## src/rtl/schedule_ctrl.sv

```systemverilog
// schedule_ctrl: clock/alarm adjust FSM with button edge detection, adjust timeout and alarm ring control.
module schedule_ctrl #(
    parameter int TIMEOUT  = 1000,
    parameter int RING_CYC = 500
) (
    input  logic       clk,
    input  logic       rst,
    input  logic       btn_c,
    input  logic       btn_l,
    input  logic       btn_r,
    input  logic       btn_u,
    input  logic       btn_d,
    input  logic       alarm_en,
    input  logic [1:0] H1,
    input  logic [3:0] H2,
    input  logic [2:0] M1,
    input  logic [3:0] M2,
    input  logic [1:0] AH1,
    input  logic [3:0] AH2,
    input  logic [2:0] AM1,
    input  logic [3:0] AM2,
    output logic       adjust,
    output logic       ENTH,
    output logic       ENTM,
    output logic       updown,
    output logic       a_adjust,
    output logic       A_ENTH,
    output logic       A_ENTM,
    output logic [4:0] led,
    output logic       ring
);
    typedef enum logic [2:0] {CLOCK, T_HR, T_MIN, A_HR, A_MIN} state_t;
    localparam int TW = $clog2(TIMEOUT + 1);
    localparam int RW = $clog2(RING_CYC + 1);
    state_t state, ns;
    logic [4:0] b_q, b_qq, ev;
    logic armed, match, match_q, act, step, tmo;
    logic [TW-1:0] tcnt;
    logic [RW-1:0] rcnt;
    // event bits {c, l, r, u, d}; a ringing alarm swallows the event
    assign ev    = b_q & ~b_qq;
    assign match = {H1, H2, M1, M2} == {AH1, AH2, AM1, AM2};
    assign act   = |ev && !ring;
    assign tmo   = state != CLOCK && ~|ev && tcnt == TW'(TIMEOUT - 1);
    assign step  = act && state != CLOCK && !ev[4] && !ev[3] && !ev[2] && (ev[1] ^ ev[0]);
    always_comb begin
        ns = state;
        if (act && ev[4])
            ns = (state == CLOCK) ? T_HR : CLOCK;
        else if (act && state != CLOCK && (ev[3] ^ ev[2]))
            case (state)
                T_HR:    ns = ev[2] ? T_MIN : A_MIN;
                T_MIN:   ns = ev[2] ? A_HR  : T_HR;
                A_HR:    ns = ev[2] ? A_MIN : T_MIN;
                default: ns = ev[2] ? T_HR  : A_HR;
            endcase
        else if (tmo)
            ns = CLOCK;
    end
    always_ff @(posedge clk or negedge rst) begin
        if (!rst) begin
            state    <= CLOCK;
            b_q      <= '0;
            b_qq     <= '0;
            armed    <= 1'b0;
            match_q  <= 1'b0;
            tcnt     <= '0;
            rcnt     <= '0;
            ring     <= 1'b0;
            adjust   <= 1'b0;
            a_adjust <= 1'b0;
            ENTH     <= 1'b0;
            ENTM     <= 1'b0;
            A_ENTH   <= 1'b0;
            A_ENTM   <= 1'b0;
            updown   <= 1'b0;
            led      <= 5'b00001;
        end else begin
            b_q      <= {btn_c, btn_l, btn_r, btn_u, btn_d};
            // first cycle after reset loads the current level, so a held button is not an edge
            b_qq     <= armed ? b_q : {btn_c, btn_l, btn_r, btn_u, btn_d};
            armed    <= 1'b1;
            match_q  <= match;
            state    <= ns;
            tcnt     <= (ns == CLOCK || |ev) ? '0 : tcnt + TW'(1);
            adjust   <= ns == T_HR || ns == T_MIN;
            a_adjust <= ns == A_HR || ns == A_MIN;
            led      <= 5'b00001 << ns;
            ENTH     <= step && state == T_HR;
            ENTM     <= step && state == T_MIN;
            A_ENTH   <= step && state == A_HR;
            A_ENTM   <= step && state == A_MIN;
            updown   <= step && ev[0];
            if (ring) begin
                ring <= !(|ev || !alarm_en || rcnt == RW'(RING_CYC - 1));
                rcnt <= rcnt + RW'(1);
            end else begin
                ring <= match && !match_q && state == CLOCK && alarm_en && ~|ev;
                rcnt <= '0;
            end
        end
    end
endmodule

```

## config.mk

```make
export PLATFORM = sky130hd
export DESIGN_NAME = schedule_ctrl
export DESIGN_NICKNAME = d
export VERILOG_FILES = /design/src/rtl/schedule_ctrl.sv
export SDC_FILE = /design/constraint.sdc
export NUM_CORES = 1
export LEC_CHECK = 0
export CORE_AREA = 10 10 82 77
export DETAILED_ROUTE_END_ITERATION = 16
export DIE_AREA = 0 0 92 87
export GPL_ROUTABILITY_DRIVEN = 0
export PLACE_DENSITY = 0.78
export SYNTH_ARGS = -nofsm -noshare
export SYNTH_HDL_FRONTEND = slang
export SYNTH_SLANG_ARGS = --single-unit
```

## constraint.sdc

```tcl
create_clock -name clk -period 2.5 [get_ports clk]
set_input_delay 0.75 -clock clk [delete_from_list [all_inputs] [get_ports clk]]
set_output_delay 0.75 -clock clk [all_outputs]
set_load 0.05 [all_outputs]
```

==> results of run 1 <==
[area by class of cell]
type | instances | share of cell area
inverters | 5 | 0.00634
flip-flops and latches | 47 | 0.398
well taps | 65 | 0.0275
repair buffers | 52 | 0.172
clock inverters | 2 | 0.0203
multi-input cells | 148 | 0.351
clock buffers | 6 | 0.0245
[final timing paths]
kind,start,endpoint,slack [ns]
hold reg to reg,rcnt[0],rcnt[0],0.46
max in group asynchronous,rst,led[0],1.56
min in group clk,rcnt[0],rcnt[0],0.46
setup / recovery,led[0],led[0],0.15
hold / removal,rst,ENTH,0.38
setup reg to reg,b_qq[2],tcnt[3],0.19
[sequential cells by signal (all words and copies together) (netlist names), 3 cells and up]
register	flops
tcnt	10
rcnt	9
b_q	5
b_qq	5
led	5
state	3
[layout by cell type (no fill, tap or decap), types with 6 or more instances in the layout]
| cell type | count |
|---|---|
| dfrtp_1 | 46 |
| buf_4 | 6 |
| and2_1 | 7 |
| nor2b_1 | 6 |
| clkdlybuf4s50_1 | 44 |
| and3_1 | 8 |
| xnor2_1 | 23 |
| nand2_1 | 9 |
| nand3_1 | 7 |
| nor2_1 | 22 |
[power groups by stage]
| stage | clock (uW) | sequential (uW) | combinational, uW |
|---|---|---|---|
| after floorplan | 0 | 1050 | 415 |
| after global placement | 0 | 924 | 771 |
| after detailed placement | 0 | 927 | 779 |
| after CTS | 654 | 913 | 780 |
| after global routing | 686 | 929 | 840 |
| final | 635 | 914 | 772 |
[metrics by stage]
| step | utilization | instances |
|---|---|---|
| 2_1_floorplan | - | 204 |
| 3_3_place_gp | 0.604 | 317 |
| 3_5_place_dp | 0.604 | 317 |
| 4_1_cts | 0.632 | 325 |
| 5_1_grt | 0.632 | 325 |
| 6_report | 0.632 | 325 |
[cells by family (layout without fill, tap and decap cells)]
family | after synthesis | count (layout) | share of synthesized area
other | 1 | 1 | 0.00165
xor gates and xnor gates | 28 | 28 | 0.108
buffers and inverters | 9 | 65 | 0.0221
and+or+nand+nor | 84 | 84 | 0.204
muxes | 5 | 5 | 0.0248
AOI/OAI and AO/OA | 26 | 26 | 0.0982
adders and majority gates | 4 | 4 | 0.0221
DFF | 47 | 47 | 0.519
[layer usage]
layer	global-route usage	up-vias
met5	0	-
met4	0.0266	0
li1	-	810
met3	0.0629	3
met1	0.124	746
met2	0.185	55
==> flow_summary.ini, run 1 <==
[outcome]
status = completed

[sta]
finalCritPeriodShare = 0.939
finClkSkew_ns = 0.00835
finalMaxSlewViolations = 0
max_slew_margin = 0.565
timing.fmax_mhz = 426
grt_setup_unrepaired = false
setup_viol = 0
final.setup.tns_ns = 0
finalWorstSetupSlack_ns = 0.152
whs_ns = 0.385
period_minus_slack_ns = 2.35
tightest_slew_ns = 0.651
hold_viol_final = 0

[route]
top_layer = met4
dr_wl_met3_um = 426
wl_met1_um = 1800
via_per_inst = 4.97
ant_nets = 0
wl_per_cell_um = 12.7
vias = 1614
wl_um = 4130
drt_iter0_markers = 83
firstDrtPassIters = 4
wl_met2_um = 1870
drc = 0

[layout]
areaGrowthSynthToFinish_pct = 30.6
stdcell_area_sq_mm = 0.00296
final_nets = 297
regArea_sq_mm = 0.00118
n_antenna_cell = 0
multi_input_area_sq_mm = 0.00104
fillers = 402
layout-drive-gt1-share = 0.127

[place]
hpwl_um = 3300
placed_area_sq_mm = 0.00283
port_buffers = 46
dp_slack_ns = 0.202

[setup_path]
path_cells = clkdlybuf4s50_1
crit_fanout = 1
cp.depth = 1
critPathMaxStageDelay_ns = 0.79
crit_slowest_cell = clkdlybuf4s50_1
cp.required_ns = 1.75
start_kind = register
criticalPathCategory = register to primary output
cp_num_buf_inv = 1
worstSetupEndpointType = primary output
cp_top_family = buffers and inverters
critical_path_arrival_ns = 1.60
r2r_cells = 10

[logic_synthesis]
synth_area_leaders = dfrtp_1 51%, xnor2_1 8.9%, nor2_1 3.6%
yosysTopAreaCellShare = 0.508
synth_area_sq_mm = 0.00227
ys.flop_type = dfrtp_1
yosys.area.top_type = dfrtp_1
ys_ff_latch = 47
synth_most_common_cell = dfrtp_1
ys_warn_count = 0
syn_nets = 242
synth_edf_count = 0
ys_types = 46
synthTopCellsByCount = 46 x dfrtp_1, 23 x xnor2_1, 22 x nor2_1
yosysSeqAreaShare = 0.519
synth_cells = 204
synthArstFlopShare = 1.00
avgSynthCellArea_sq_um = 11.1

[clock_network]
cts_setup_buffers = 0
postCtsResizedCells = 0
cts_buffers = 5
ctsLongestPathBuffers = 2
cts_tree = yes
clk-insertion-delay-late_ns = 0.29
clk_pin_slew_ns = 0.08
ctsHoldBuffers = 0
cts-root-buf = clkbuf_8
h-tree-depth = 2
cts.sinks = 47

[power]
internal_power_uw = 1580
clkPwrFrac = 0.273
p_per_area_mw_per_mm2 = 784
vdd_drop_max_mv = 0.431
sw_frac_of_total = 0.321
switchingPower_uw = 746
p_leak_uw = 0.00126
total_power_uw = 2320
power_frac_comb = 0.333
seqPwrFrac = 0.394

[min_path]
hold_path.class = primary input to async pin

[floorplanning]
initial_core_util = 0.484
fp.dieH_um = 87
io_pins = 47
num_rows = 24
die_w_um = 92
die_area_sq_mm = 0.00800
core_region_area_sq_mm = 0.00468

[global_routing]
grt_pass1_vias = 1750
grt_pass1_wl_um = 7490
grt_max_degree = 30
overflow = 0
grt_use_total = 0.112
antenna_found_initial = 0

[flow_run]
maxCapViolations = 0
Power figures use the tool's default switching activity.
==> run 2: changes to the inputs <==
PLACE_DENSITY = 0.85   (was 0.78)
==> flow_summary.ini, run 2 (synthesis gave the netlist of run 1 again) <==
[outcome]
status = completed

[clock_network]
h-tree-depth = 2
clk_pin_slew_ns = 0.08
postCtsResizedCells = 0
cts.sinks = 47
cts_buffers = 5
cts_tree = yes
cts-root-buf = clkbuf_8
ctsLongestPathBuffers = 2
ctsHoldBuffers = 0
cts_setup_buffers = 0
clk-insertion-delay-late_ns = 0.30

[power]
switchingPower_uw = 757
clkPwrFrac = 0.228
p_leak_uw = 0.00124
p_per_area_mw_per_mm2 = 744
vdd_drop_max_mv = 0.394
internal_power_uw = 1420
power_frac_comb = 0.345
seqPwrFrac = 0.427
sw_frac_of_total = 0.348

[setup_path]
cp_top_family = buffers and inverters
crit_slowest_cell = clkdlybuf4s50_1
timing.rr.start = b_qq[2]
worstSetupEndpointType = primary output
criticalPathCategory = register to primary output
path_cells = clkdlybuf4s50_1
cp_num_buf_inv = 1
cp.required_ns = 1.75
critPathMaxStageDelay_ns = 0.79
start_kind = register
crit_start = led[0]
crit_fanout = 1
critical_path_arrival_ns = 1.61

[layout]
n_antenna_cell = 0
regMostFlops = tcnt
regArea_sq_mm = 0.00118
multi_input_area_sq_mm = 0.00104
reg_top3 = tcnt (10), rcnt (9)
layout.cells.most_common = dfrtp_1
stdcell_area_sq_mm = 0.00292
final_nets = 296
fillers = 395
areaGrowthSynthToFinish_pct = 29.0
final_cell_mix = 46 x dfrtp_1, 44 x clkdlybuf4s50_1, 23 x xnor2_1, 22 x nor2_1, 9 x nand2_1
stdcell_count = 324
layout-drive-gt1-share = 0.127
largest_register_ffs = 10

[route]
via_per_inst = 5.06
wl_per_cell_um = 13.3
drt_iter0_markers = 81
drc = 0
firstDrtPassIters = 5
ant_nets = 0
vias = 1641
wl_um = 4300

[sta]
period_minus_slack_ns = 2.36
timing.fmax_mhz = 423
finalCritPeriodShare = 0.945
grt_setup_unrepaired = false
tightest_slew_ns = 0.659
max_slew_margin = 0.559
setup_viol = 0
finClkSkew_ns = 0.00788
finalMaxSlewViolations = 0
final.setup.tns_ns = 0
hold_viol_final = 0

[place]
port_buffers = 46
hpwl_um = 3410
placed_area_sq_mm = 0.00282
place_inst = 316

[flow_run]
maxCapViolations = 0

[floorplanning]
io_pins = 47
die_area_sq_mm = 0.00800
core_region_area_sq_mm = 0.00468
num_rows = 24
initial_core_util = 0.484
die_w_um = 92
fp.dieH_um = 87

[global_routing]
grt_pass1_wl_um = 7800
antenna_found_initial = 0
grt_pass1_vias = 1762
overflow = 0
grt_max_degree = 48
grt_use_total = 0.120

[min_path]
hold_path.class = primary input to async pin
-- run 2: path summary, 6_finish.rpt --
path | to | slack [ns] | depth (start not counted)
worst max-delay path | led[0] | 0.14 | 1
worst min-delay path | state[0] | 0.41 | 2
worst max register to register | tcnt[9] | 0.21 | 10
worst min register to register | rcnt[0] | 0.47 | 1
max in group asynchronous | led[0] | 1.83 | 2
min in group clk | rcnt[0] | 0.47 | 1
-- run 2: power by group through the flow --
stage	Clock [uW]	Sequential [uW]	Combinational (uW)
after floorplan	0	1050	415
after global placement	0	937	742
after detailed placement	0	941	757
after CTS	509	927	759
after global routing	543	946	812
final	496	929	750
-- run 2: routing by layer --
| metal | global-route usage | vias up | wire length [um] |
|---|---|---|---|
| li1 | - | 813 | - |
| met1 | 0.128 | 764 | 1770 |
| met2 | 0.197 | 57 | 2040 |
| met3 | 0.0603 | 7 | 420 |
| met4 | 0.0504 | 0 | 70 |
| met5 | 0 | - | 0 |
-- run 2: through the flow --
step                power [uW]  utilization  hold WS (ns)  worst slack (ns)
finish                    2180        0.624         0.409             0.138
global route              2300        0.624         0.423            0.0411
CTS                       2190        0.624         0.417             0.120
detailed placement        1700        0.602         0.455             0.220
global placement          1680        0.602         0.446             0.266
floorplan                 1470            -         0.424             0.318
-- run 2: cell type report --
class / instances / area share
tap: 65 / 0.0278
multi-input combinational: 148 / 0.356
sequential: 47 / 0.403
timing repair buffer: 51 / 0.172
inverter: 5 / 0.00642
clock inverter: 1 / 0.00257
clock buffer: 7 / 0.0329
==> run 3: changes to the inputs <==
CORE_AREA = 10 10 107 61   (was 10 10 82 77)
DIE_AREA = 0 0 117 71   (was 0 0 92 87)
==> flow_summary.ini, run 3 (synthesis gave the netlist of run 1 again) <==
[setup_path]
timing.rr.start = b_q[2]
crit_slowest_cell = clkdlybuf4s50_1
cp.required_ns = 1.75
criticalPathCategory = register to primary output
crit_fanout = 1
critical_path_arrival_ns = 1.61
cp_num_buf_inv = 1
critPathMaxStageDelay_ns = 0.79
start_kind = register
path_cells = clkdlybuf4s50_1
crit_start = led[0]
cp_top_family = buffers and inverters
worstSetupEndpointType = primary output

[power]
clkPwrFrac = 0.223
power_frac_comb = 0.350
seqPwrFrac = 0.427
sw_frac_of_total = 0.349
vdd_drop_max_mv = 0.320
p_leak_uw = 0.00124
switchingPower_uw = 762
p_per_area_mw_per_mm2 = 748
internal_power_uw = 1420

[floorplanning]
initial_core_util = 0.479
fp.dieH_um = 71
io_pins = 47
num_rows = 18
die_area_sq_mm = 0.00831
core_region_area_sq_mm = 0.00473
die_w_um = 117

[sta]
period_minus_slack_ns = 2.36
finClkSkew_ns = 0.00471
max_slew_margin = 0.561
finalCritPeriodShare = 0.945
timing.fmax_mhz = 423
final.setup.tns_ns = 0
finalMaxSlewViolations = 0
hold_viol_final = 0
tightest_slew_ns = 0.657
setup_viol = 0
grt_setup_unrepaired = false

[clock_network]
ctsHoldBuffers = 0
cts_buffers = 5
clk_pin_slew_ns = 0.08
h-tree-depth = 2
clk-insertion-delay-late_ns = 0.29
cts-root-buf = clkbuf_8
ctsLongestPathBuffers = 2
cts_tree = yes
cts.sinks = 47

[layout]
final_cell_mix = 46 x dfrtp_1, 44 x clkdlybuf4s50_1, 23 x xnor2_1, 22 x nor2_1, 9 x nand2_1
largest_register_ffs = 10
areaGrowthSynthToFinish_pct = 28.6
n_antenna_cell = 0
stdcell_count = 319
layout.cells.most_common = dfrtp_1
regMostFlops = tcnt
stdcell_area_sq_mm = 0.00292
final_nets = 296
reg_top3 = tcnt (10), rcnt (9)
fin_util = 0.617
layout-drive-gt1-share = 0.127

[global_routing]
grt_max_degree = 27
antenna_found_initial = 0
overflow = 0
grt_use_total = 0.120
grt_pass1_vias = 1585
grt_pass1_wl_um = 7970

[route]
firstDrtPassIters = 4
ant_nets = 0
vias = 1658
via_per_inst = 5.20
wl_per_cell_um = 15.4
wl_um = 4900
drt_iter0_markers = 86
drc = 0

[place]
hpwl_um = 3910
place_inst = 311
port_buffers = 46
placed_area_sq_mm = 0.00281

[outcome]
status = completed

[flow_run]
maxCapViolations = 0

[min_path]
hold_path.class = primary input to async pin
run 3: path summary, 6_finish.rpt:
check / endpoint / depth (start not counted) / slack [ns]
min in group clk: rcnt[0] / 1 / 0.47
worst max-delay path: led[0] / 1 / 0.14
worst min register to register: rcnt[0] / 1 / 0.47
worst max register to register: a_adjust / 8 / 0.20
worst min-delay path: armed / 1 / 0.46
max in group asynchronous: rcnt[5] / 2 / 1.52
run 3: final cells by class:
cell class	instances	area, sq um
fillers	390	1810
flip-flops and latches	47	1180
multi-input cells	148	1040
repair buffers	51	503
clock buffers	8	100
well taps	60	75.1
inverters	5	18.8
run 3: power groups by stage:
stage                     clock network, uW  registers [uW]  logic, uW
final                                   486             931        764
after global routing                    532             945        826
after CTS                               497             931        767
after detailed placement                  0             944        764
after global placement                    0             941        749
after floorplan                           0            1050        415
run 3: per-layer routing:
layer,part of all wire,track usage,up-vias,wire length [um]
met1,0.51,0.177,780,2510
li1,-,-,814,-
met4,0.0086,0.0341,0,42
met3,0.11,0.0497,5,532
met2,0.37,0.153,59,1820
met5,0,0,-,0
run 3: through the flow:
step | worst slack (ns) | hold slack, ns | total power [uW]
after floorplan | 0.318 | 0.424 | 1470
after global placement | 0.234 | 0.450 | 1690
after global routing | 0.0318 | 0.486 | 2300
after CTS | 0.120 | 0.468 | 2200
final | 0.139 | 0.455 | 2180
after detailed placement | 0.185 | 0.459 | 1710
run 3: what timing repair did:
action | in CTS | in global routing
setup buffers | 0 | 0
resized for setup | 0 | 1
setup endpoints to repair | 0 | 9
